--- src/rtl/mult_div_unit.sv ---
// mult_div_unit: iterative signed/unsigned multiply and divide unit.
//
// Multiplication uses one shift-add step per cycle and division uses one
// restoring shift-subtract step per cycle. Both work on operand magnitudes,
// and a final FIX cycle applies sign correction for the signed ops.
// A divide by zero skips the iterations and completes immediately.
//
// Parameters:
//   WIDTH        operand width (even, 4..64)
//   DIVZERO_QUOT quotient (Lo) reported on divide-by-zero
//
// Ports:
//   Clk      clock, rising edge
//   Reset    synchronous active-high reset
//   Start    operation request, accepted only while idle
//   Op       00 MULT, 01 MULTU, 10 DIV, 11 DIVU
//   A, B     multiplicand/dividend, multiplier/divisor
//   Busy     high while iterating (RUN) or sign-correcting (FIX)
//   Done     one-cycle completion pulse
//   DivZero  last completed operation was a divide by zero
//   Hi, Lo   product upper/lower half, or remainder/quotient
module mult_div_unit #(
    parameter int               WIDTH        = 32,
    parameter logic [WIDTH-1:0] DIVZERO_QUOT = '1
) (
    input  logic             Clk,
    input  logic             Reset,
    input  logic             Start,
    input  logic [1:0]       Op,
    input  logic [WIDTH-1:0] A,
    input  logic [WIDTH-1:0] B,
    output logic             Busy,
    output logic             Done,
    output logic             DivZero,
    output logic [WIDTH-1:0] Hi,
    output logic [WIDTH-1:0] Lo
);

    localparam int CW = $clog2(WIDTH + 1);

    typedef enum logic [1:0] {IDLE, RUN, FIX, DONE} state_t;

    state_t           state_q, state_d;
    logic [CW-1:0]    count_q, count_d;
    logic [1:0]       op_q, op_d;
    logic             sign_a_q, sign_a_d;
    logic             sign_b_q, sign_b_d;
    logic [WIDTH-1:0] operand_q, operand_d;
    logic [WIDTH-1:0] acc_hi_q, acc_hi_d;
    logic [WIDTH-1:0] acc_lo_q, acc_lo_d;
    logic [WIDTH-1:0] hi_q, hi_d;
    logic [WIDTH-1:0] lo_q, lo_d;
    logic             div_zero_q, div_zero_d;

    logic             in_signed;
    logic [WIDTH-1:0] abs_a, abs_b;
    logic [WIDTH:0]   mult_sum;
    logic [WIDTH:0]   div_shifted;
    logic [WIDTH:0]   div_trial;
    logic [2*WIDTH-1:0] product;
    logic [WIDTH-1:0] quot_fixed, rem_fixed;

    // Next-state and datapath. Op[1] selects divide, Op[0] selects unsigned.
    // The accumulator pair {acc_hi, acc_lo} holds the partial product during
    // a multiply (multiplier bits shift out of acc_lo as product bits shift
    // in), and the partial remainder / developing quotient during a divide.
    always_comb begin
        state_d    = state_q;
        count_d    = count_q;
        op_d       = op_q;
        sign_a_d   = sign_a_q;
        sign_b_d   = sign_b_q;
        operand_d  = operand_q;
        acc_hi_d   = acc_hi_q;
        acc_lo_d   = acc_lo_q;
        hi_d       = hi_q;
        lo_d       = lo_q;
        div_zero_d = div_zero_q;

        in_signed   = ~Op[0];
        abs_a       = (in_signed && A[WIDTH-1]) ? -A : A;
        abs_b       = (in_signed && B[WIDTH-1]) ? -B : B;
        mult_sum    = {1'b0, acc_hi_q} + (acc_lo_q[0] ? {1'b0, operand_q} : '0);
        div_shifted = {acc_hi_q, acc_lo_q[WIDTH-1]};
        div_trial   = div_shifted - {1'b0, operand_q};
        product     = {acc_hi_q, acc_lo_q};
        quot_fixed  = acc_lo_q;
        rem_fixed   = acc_hi_q;

        case (state_q)
            IDLE: begin
                if (Start) begin
                    op_d = Op;
                    if (Op[1] && B == '0) begin
                        hi_d       = A;
                        lo_d       = DIVZERO_QUOT;
                        div_zero_d = 1'b1;
                        state_d    = DONE;
                    end else begin
                        sign_a_d  = in_signed & A[WIDTH-1];
                        sign_b_d  = in_signed & B[WIDTH-1];
                        acc_hi_d  = '0;
                        operand_d = Op[1] ? abs_b : abs_a;
                        acc_lo_d  = Op[1] ? abs_a : abs_b;
                        count_d   = CW'(WIDTH);
                        state_d   = RUN;
                    end
                end
            end
            RUN: begin
                if (op_q[1]) begin
                    // Restoring step: keep the subtraction only if it did not borrow.
                    // A restored value is below the divisor, so it fits WIDTH bits.
                    if (!div_trial[WIDTH]) begin
                        acc_hi_d = div_trial[WIDTH-1:0];
                    end else begin
                        acc_hi_d = div_shifted[WIDTH-1:0];
                    end
                    acc_lo_d = {acc_lo_q[WIDTH-2:0], ~div_trial[WIDTH]};
                end else begin
                    acc_hi_d = mult_sum[WIDTH:1];
                    acc_lo_d = {mult_sum[0], acc_lo_q[WIDTH-1:1]};
                end
                count_d = count_q - 1'b1;
                if (count_q == CW'(1)) begin
                    state_d = FIX;
                end
            end
            FIX: begin
                // Quotient sign follows the operand signs; remainder follows the
                // dividend. Most-negative / -1 wraps back to most-negative here.
                if (op_q[1]) begin
                    if (sign_a_q ^ sign_b_q) quot_fixed = -acc_lo_q;
                    if (sign_a_q)            rem_fixed  = -acc_hi_q;
                    hi_d = rem_fixed;
                    lo_d = quot_fixed;
                end else begin
                    if (sign_a_q ^ sign_b_q) product = -{acc_hi_q, acc_lo_q};
                    hi_d = product[2*WIDTH-1:WIDTH];
                    lo_d = product[WIDTH-1:0];
                end
                div_zero_d = 1'b0;
                state_d    = DONE;
            end
            DONE: begin
                state_d = IDLE;
            end
            default: begin
                state_d = IDLE;
            end
        endcase
    end

    // State and datapath registers; reset wins over everything, including Start.
    always_ff @(posedge Clk) begin
        if (Reset) begin
            state_q    <= IDLE;
            count_q    <= '0;
            op_q       <= '0;
            sign_a_q   <= 1'b0;
            sign_b_q   <= 1'b0;
            operand_q  <= '0;
            acc_hi_q   <= '0;
            acc_lo_q   <= '0;
            hi_q       <= '0;
            lo_q       <= '0;
            div_zero_q <= 1'b0;
        end else begin
            state_q    <= state_d;
            count_q    <= count_d;
            op_q       <= op_d;
            sign_a_q   <= sign_a_d;
            sign_b_q   <= sign_b_d;
            operand_q  <= operand_d;
            acc_hi_q   <= acc_hi_d;
            acc_lo_q   <= acc_lo_d;
            hi_q       <= hi_d;
            lo_q       <= lo_d;
            div_zero_q <= div_zero_d;
        end
    end

    assign Busy    = (state_q == RUN) || (state_q == FIX);
    assign Done    = (state_q == DONE);
    assign DivZero = div_zero_q;
    assign Hi      = hi_q;
    assign Lo      = lo_q;

endmodule

--- config.mk ---
export PLATFORM = sky130hd
export DESIGN_NAME = mult_div_unit
export DESIGN_NICKNAME = d
export VERILOG_FILES = /design/src/rtl/mult_div_unit.sv
export SDC_FILE = /design/constraint.sdc
export NUM_CORES = 1
export LEC_CHECK = 0
export BUFFER_PORTS_ARGS = -buffer_cell sky130_fd_sc_hd__buf_2
export CELL_PAD_IN_SITES_DETAIL_PLACEMENT = 1
export CELL_PAD_IN_SITES_GLOBAL_PLACEMENT = 2
export CORE_MARGIN = 5
export CORE_UTILIZATION = 35
export DETAILED_ROUTE_END_ITERATION = 16
export PLACE_DENSITY = 0.9
export SLEW_MARGIN = 5
export SYNTH_ARGS = -nofsm -noshare
export SYNTH_HDL_FRONTEND = slang
export SYNTH_SLANG_ARGS = --single-unit
--- constraint.sdc ---
create_clock -name Clk -period 4.05 [get_ports Clk]
set_input_delay 0 -clock Clk [delete_from_list [all_inputs] [get_ports Clk]]
set_output_delay 0 -clock Clk [all_outputs]
set_load 0.05 [all_outputs]
# --- Word-level counts from Yosys, hierarchy flattened ---
# Cells that the tools add are included.
classes:
  bitwise_logic: 6
  n_eq_ne: 8
  n_reduce_logical: 13
  add_sub_neg: 8
  mux: 35
op_table:
  columns: ["cell", "n"]
  rows:
  - ["$mux W32", 20]
  - ["$pmux W32 S2", 4]
  - ["$neg A32 Y32", 4]
  - ["$mux W64", 1]
  - ["$neg A64 Y64", 1]
  - ["$add A32 B32 Y33", 1]
  - ["$sub A33 B32 Y33", 1]
  - ["$logic_not A32 Y1", 1]
  - ["$mux W6", 2]
  - ["$pmux W6 S2", 1]
  - ["$reduce_and A3 Y1", 3]
  - ["$ne A2 B2 Y1 const B", 4]
  - ["$pmux W2 S4", 1]
  - ["$eq A6 B1 Y1 const B", 1]
  - ["$mux W2", 3]
  - ["$sub A6 B1 Y6 const B", 1]
  - ["$eq A2 B2 Y1 const B", 2]
  - ["$reduce_and A2 Y1", 2]
  - ["$reduce_bool A2 Y1", 2]
  - ["$logic_and A1 B1 Y1", 3]
  - ["$not A1 Y1", 3]
  - ["$and A1 B1 Y1", 2]
  - ["$eq A2 B1 Y1 const B", 1]
  - ["$logic_not A2 Y1", 1]
  - ["4 further kinds", 5]
totals:
  in_bits: 69
  reg_bits: 173

# --- Depth between registers and ports, before layout ---
logic_depth:
  word_depth: 7
  ltp_mapped: 15
  depth_no_buf: 14

# --- Worst setup path after synthesis ---
# Ideal clock, no wire load.
synth_timing:
  path_kind: "flip-flop to flip-flop"
  from: "reg acc_lo_q[0]"
  to: "reg acc_hi_q[24]"
  path_stages_with_launch: 13
  setup_ns: 0.122
  period_less_slack_ns: 3.157
  arrival_ns: 3.036
  path_slack_ns: 0.893
  cell_sequence: "dfxtp_1 -> inv_1 -> buf_1 -> nor2_1 -> ha_1 -> a2111oi_0 -> o21ai_0 -> a311oi_1 -> o41ai_1 -> a21oi_1 -> o21ba_2 -> xnor2_1 -> a221o_1"
synth_via:
  elab_chain_len: 4
synth_lines:
  columns: ["item", "line", "text"]
  rows:
  - ["start, declared", "50", "logic [WIDTH-1:0] acc_lo_q, acc_lo_d;"]
  - ["start signal, assigned", "176", "acc_lo_q <= acc_lo_d;"]
  - ["$mux W32", "83", "mult_sum = {1'b0, acc_hi_q} + (acc_lo_q[0] ? {1'b0, operand_q} : '0);"]
  - ["$add A32 B32 Y33", "83", null]
  - ["$mux W32", "111", "if (op_q[1]) begin"]
  - ["$pmux W32 S2", "90", "case (state_q)"]
  - ["end signal, assigned", "175", "acc_hi_q <= acc_hi_d;"]
  - ["end, declared", "49", "logic [WIDTH-1:0] acc_hi_q, acc_hi_d;"]
# No other way between the ends.
# A chain may end at the register's enable or synchronous reset.

# --- Worst setup path after layout ---
layout_timing:
  from: "reg acc_lo_q[0]"
  to: "reg hi_q[22], in the netlist Hi[22]"
layout_via:
  elab_chain_len: 4
layout_lines:
  columns: ["item", "line", "text"]
  rows:
  - ["$neg A64 Y64", "138", "if (sign_a_q ^ sign_b_q) product = -{acc_hi_q, acc_lo_q};"]
  - ["$mux W64", "138", null]
  - ["$mux W32", "132", "if (op_q[1]) begin"]
  - ["$pmux W32 S2", "90", null]
  - ["end signal, assigned", "177", "hi_q <= hi_d;"]
  - ["end, declared", "51", "logic [WIDTH-1:0] hi_q, hi_d;"]
# No other way between the ends.

==> results.json <==
{
  "status": "complete, no violations",
  "synth_cells": 1910,
  "chipHeight_um": 212,
  "synth_area_per_cell_um2": 7.45,
  "ir_drop_mv": 0.458,
  "crit_chain": "inv_1 -> ha_1 -> nand3_1 -> nor4_4 -> a21oi_2 -> o31ai_1 -> xnor2_1 -> mux2i_1 -> nor2_1 -> a21oi_1 -> nor2_1 -> dlygate4sd3_1",
  "numCtsBuffers": 17,
  "ctsHtreeMaxLevel": 4,
  "leakagePower_uw": 0.00657,
  "portBuffers": 135,
  "cp_top_family": "buffers and inverters",
  "die_w_um": 212,
  "startpoint_type": "flip-flop",
  "fmax_mhz": 264,
  "worst_setup_path_end_kind": "flip-flop",
  "setup_viol": 0,
  "grt_pass1_vias": 15000,
  "setup_slack_ns": 0.264,
  "cts_tree": "built",
  "syn-cell-area_um2": 14200,
  "ant_nets": 0,
  "final_nets": 2155,
  "wl_per_cell_um": 22.0,
  "combPwrFrac_pct": 56.1,
  "placementRows": 73,
  "placed_area_um2": 15400,
  "critical_path_class": "flip-flop to flip-flop",
  "r2r.worst_path.cells": 12,
  "synthMuxAreaShare_pct": 4.12,
  "ys_seq_elements": 172,
  "firstDrtPassIters": 5,
  "period_share_pct": 93.5,
  "clockRootBuffer": "clkbuf_16",
  "path_buf_inv": 2,
  "path_clk_slew_ns": 0.07,
  "tightest_slew_ns": 1.16,
  "synth_fa_ha_area_share_pct": 6.88,
  "seq_power_share_pct": 26.1,
  "setup_tns_ns": 0,
  "io-pin-count": 136,
  "synth_seq_area_share_pct": 24.2,
  "fin_area_um2": 16200,
  "final_cell_mix": "nand2_1 (197), nor2_1 (190), a21oi_1 (185), dfxtp_1 (171), o21ai_0 (145)",
  "yosys.area_share.xor_xnor_pct": 10.6,
  "final_common_cell": "nand2_1",
  "hold_path_depth": 5,
  "crit_slowest_cell": "dlygate4sd3_1",
  "maxSlewViolCount": 0,
  "num_vias": 15000,
  "postCtsSetupBuffers": 0,
  "yosysWarningCount": 0,
  "core_area_um2": 40000,
  "start_util_pct": 35.6,
  "dr.first_iter.drc_count": 1186,
  "crit_path_max_fanout": 12,
  "hold_viol": 0,
  "cts.sinks": 172,
  "drt-total-wl_mm": 55.9,
  "finalPower_uw": 9650,
  "area_growth_pct": 14.1,
  "synth_edf_count": 0,
  "yosys.cell_types.count": 82,
  "grt_pass1_wl_mm": 85.8,
  "slew_headroom_pct": 22.6,
  "ys.flop_type": "dfxtp_1",
  "die_area_um2": 44800,
  "synth_nets": 2056,
  "p_switching_uw": 4850,
  "critical_path_depth": 12,
  "grt_usage_pct": 24.0,
  "grt_max_degree": 77,
  "clock_latency_ns": 0.46,
  "maxCapViolations": 0,
  "diodes": 0,
  "timing.final.crit_period_ns": 3.79,
  "pwr-share-clk_pct": 17.8,
  "drc": 0,
  "arrival_ns": 4.13,
  "utilization_pct": 40.6,
  "swShare_pct": 50.2,
  "grt_overflow": 0,
  "synthSimpleGateAreaFrac_pct": 19.2,
  "slowest_delay_ns": 0.59,
  "skew_ns": 0.0182,
  "antenna_found_initial": 2,
  "place.gp.congestion": 0.920,
  "critPathRequiredTime_ns": 4.40,
  "cpMostUsedCell": "nor2_1",
  "drt-vias-per-instance": 5.90,
  "synth_top_family_by_area": "compound AO/OA/AOI/OAI gates",
  "synth_compound_area_share_pct": 29.4,
  "hold_class": "input port to flip-flop",
  "p_int_uw": 4810,
  "rsz0062_at_grt": "no",
  "async_flop_share_pct": 0,
  "power_density_nw_per_um2": 595,
  "pre_cts_slack_ns": 0.204,
  "layout-drive-gt1-share_pct": 12.9,
  "dp_hpwl_mm": 43.0,
  "cts_buffer_depth": 2
}
==> logic make-up (layout without fill, tap and decap cells) <==
group | after synthesis | after routing
AND/OR/NAND/NOR | 586 | 586
adder cells (fa/ha/maj) | 77 | 77
XOR/XNOR | 173 | 173
multiplexers | 56 | 56
flip-flops | 172 | 172
buffers and inverters | 195 | 305
AO/OA/AOI/OAI | 651 | 651
==> cell usage after synthesis, drive strengths merged (15+ instances only) <==
| cell | instances | share of area [%] |
|---|---|---|
| a211oi | 45 | 2.4 |
| a21o | 27 | 1.4 |
| a21oi | 188 | 6.7 |
| a22oi | 19 | 1.0 |
| a311oi | 21 | 1.3 |
| a31oi | 27 | 1.2 |
| buf | 34 | 1.3 |
| clkbuf | 86 | 2.3 |
| dfxtp | 172 | 24 |
| ha | 75 | 6.6 |
| inv | 75 | 2.0 |
| mux2 | 21 | 1.7 |
| mux2i | 35 | 2.5 |
| nand2 | 199 | 5.3 |
| nand2b | 22 | 0.97 |
| nand3 | 23 | 0.90 |
| nor2 | 193 | 5.1 |
| nor2b | 15 | 0.66 |
| nor3 | 39 | 1.4 |
| nor4 | 18 | 1.1 |
| o211ai | 55 | 2.9 |
| o21ai | 150 | 5.3 |
| o31ai | 28 | 1.5 |
| o41ai | 18 | 1.3 |
| or3 | 17 | 0.75 |
| xnor2 | 101 | 6.2 |
| xor2 | 72 | 4.4 |
==> metrics by stage <==
stage | hold slack (ns) | std cells
floorplan | 0.164 | 1910
detailed placement | 0.383 | 2492
global route | 0.0404 | 2545
finish | 0.0252 | 2545
CTS | 0.00827 | 2545
global placement | 0.378 | 2492
==> sequential cells by signal, indices dropped and copies added (netlist names) <==
signal     count
sign_b_q       1
Lo            32
count_q        6
Hi            32
DivZero        1
acc_lo_q      32
operand_q     32
sign_a_q       1
op_q           1
state_q        2
acc_hi_q      32
==> per-layer routing <==
layer	up-vias	routed length, um	global-route usage [%]
met5	-	26	0
met4	4	1980	8.84
met3	106	3220	3.73
met2	444	25900	39.5
met1	7345	24700	32.0
li1	7113	-	-
==> area by class of cell <==
class	instances	area [um2]
sequential	172	3440
inverter	75	282
tap	525	657
multi-input combinational	1543	10000
clock buffer	18	429
fill	5025	23800
timing repair buffer	200	1240
clock inverter	12	140
==> worst reg2reg max path, cell delays in order, from the launching register on <==
cell,delay [ns]
dfxtp_1,0.37
inv_1,0.36
ha_1,0.33
nand3_1,0.25
nor4_4,0.48
a21oi_2,0.30
o31ai_1,0.36
xnor2_1,0.18
mux2i_1,0.17
nor2_1,0.05
a21oi_1,0.17
nor2_1,0.07
dlygate4sd3_1,0.59
==> power by group through the flow <==
| stage | clock network (uW) | registers, uW | logic [uW] |
|---|---|---|---|
| after floorplan | 0 | 2750 | 3530 |
| after global placement | 0 | 2520 | 5220 |
| after detailed placement | 0 | 2540 | 5330 |
| after CTS | 1730 | 2510 | 5390 |
| after global routing | 1800 | 2570 | 5900 |
| final | 1720 | 2520 | 5420 |
==> path summary, 6_finish.rpt <==
check	startpoint	to	slack (ns)
worst max-delay path	acc_lo_q[0]	Hi[22]	0.26
worst min-delay path	A[26]	Hi[26]	0.03
worst max register to register	acc_lo_q[0]	Hi[22]	0.26
worst min register to register	DivZero	DivZero	0.46
==> timing repair <==
item / CTS / global route
hold endpoints to repair: 21 / 0
hold buffers: 23 / 0
setup endpoints to repair: 0 / 3
gates resized for setup: 0 / 2
Power figures use the tool's default switching activity.
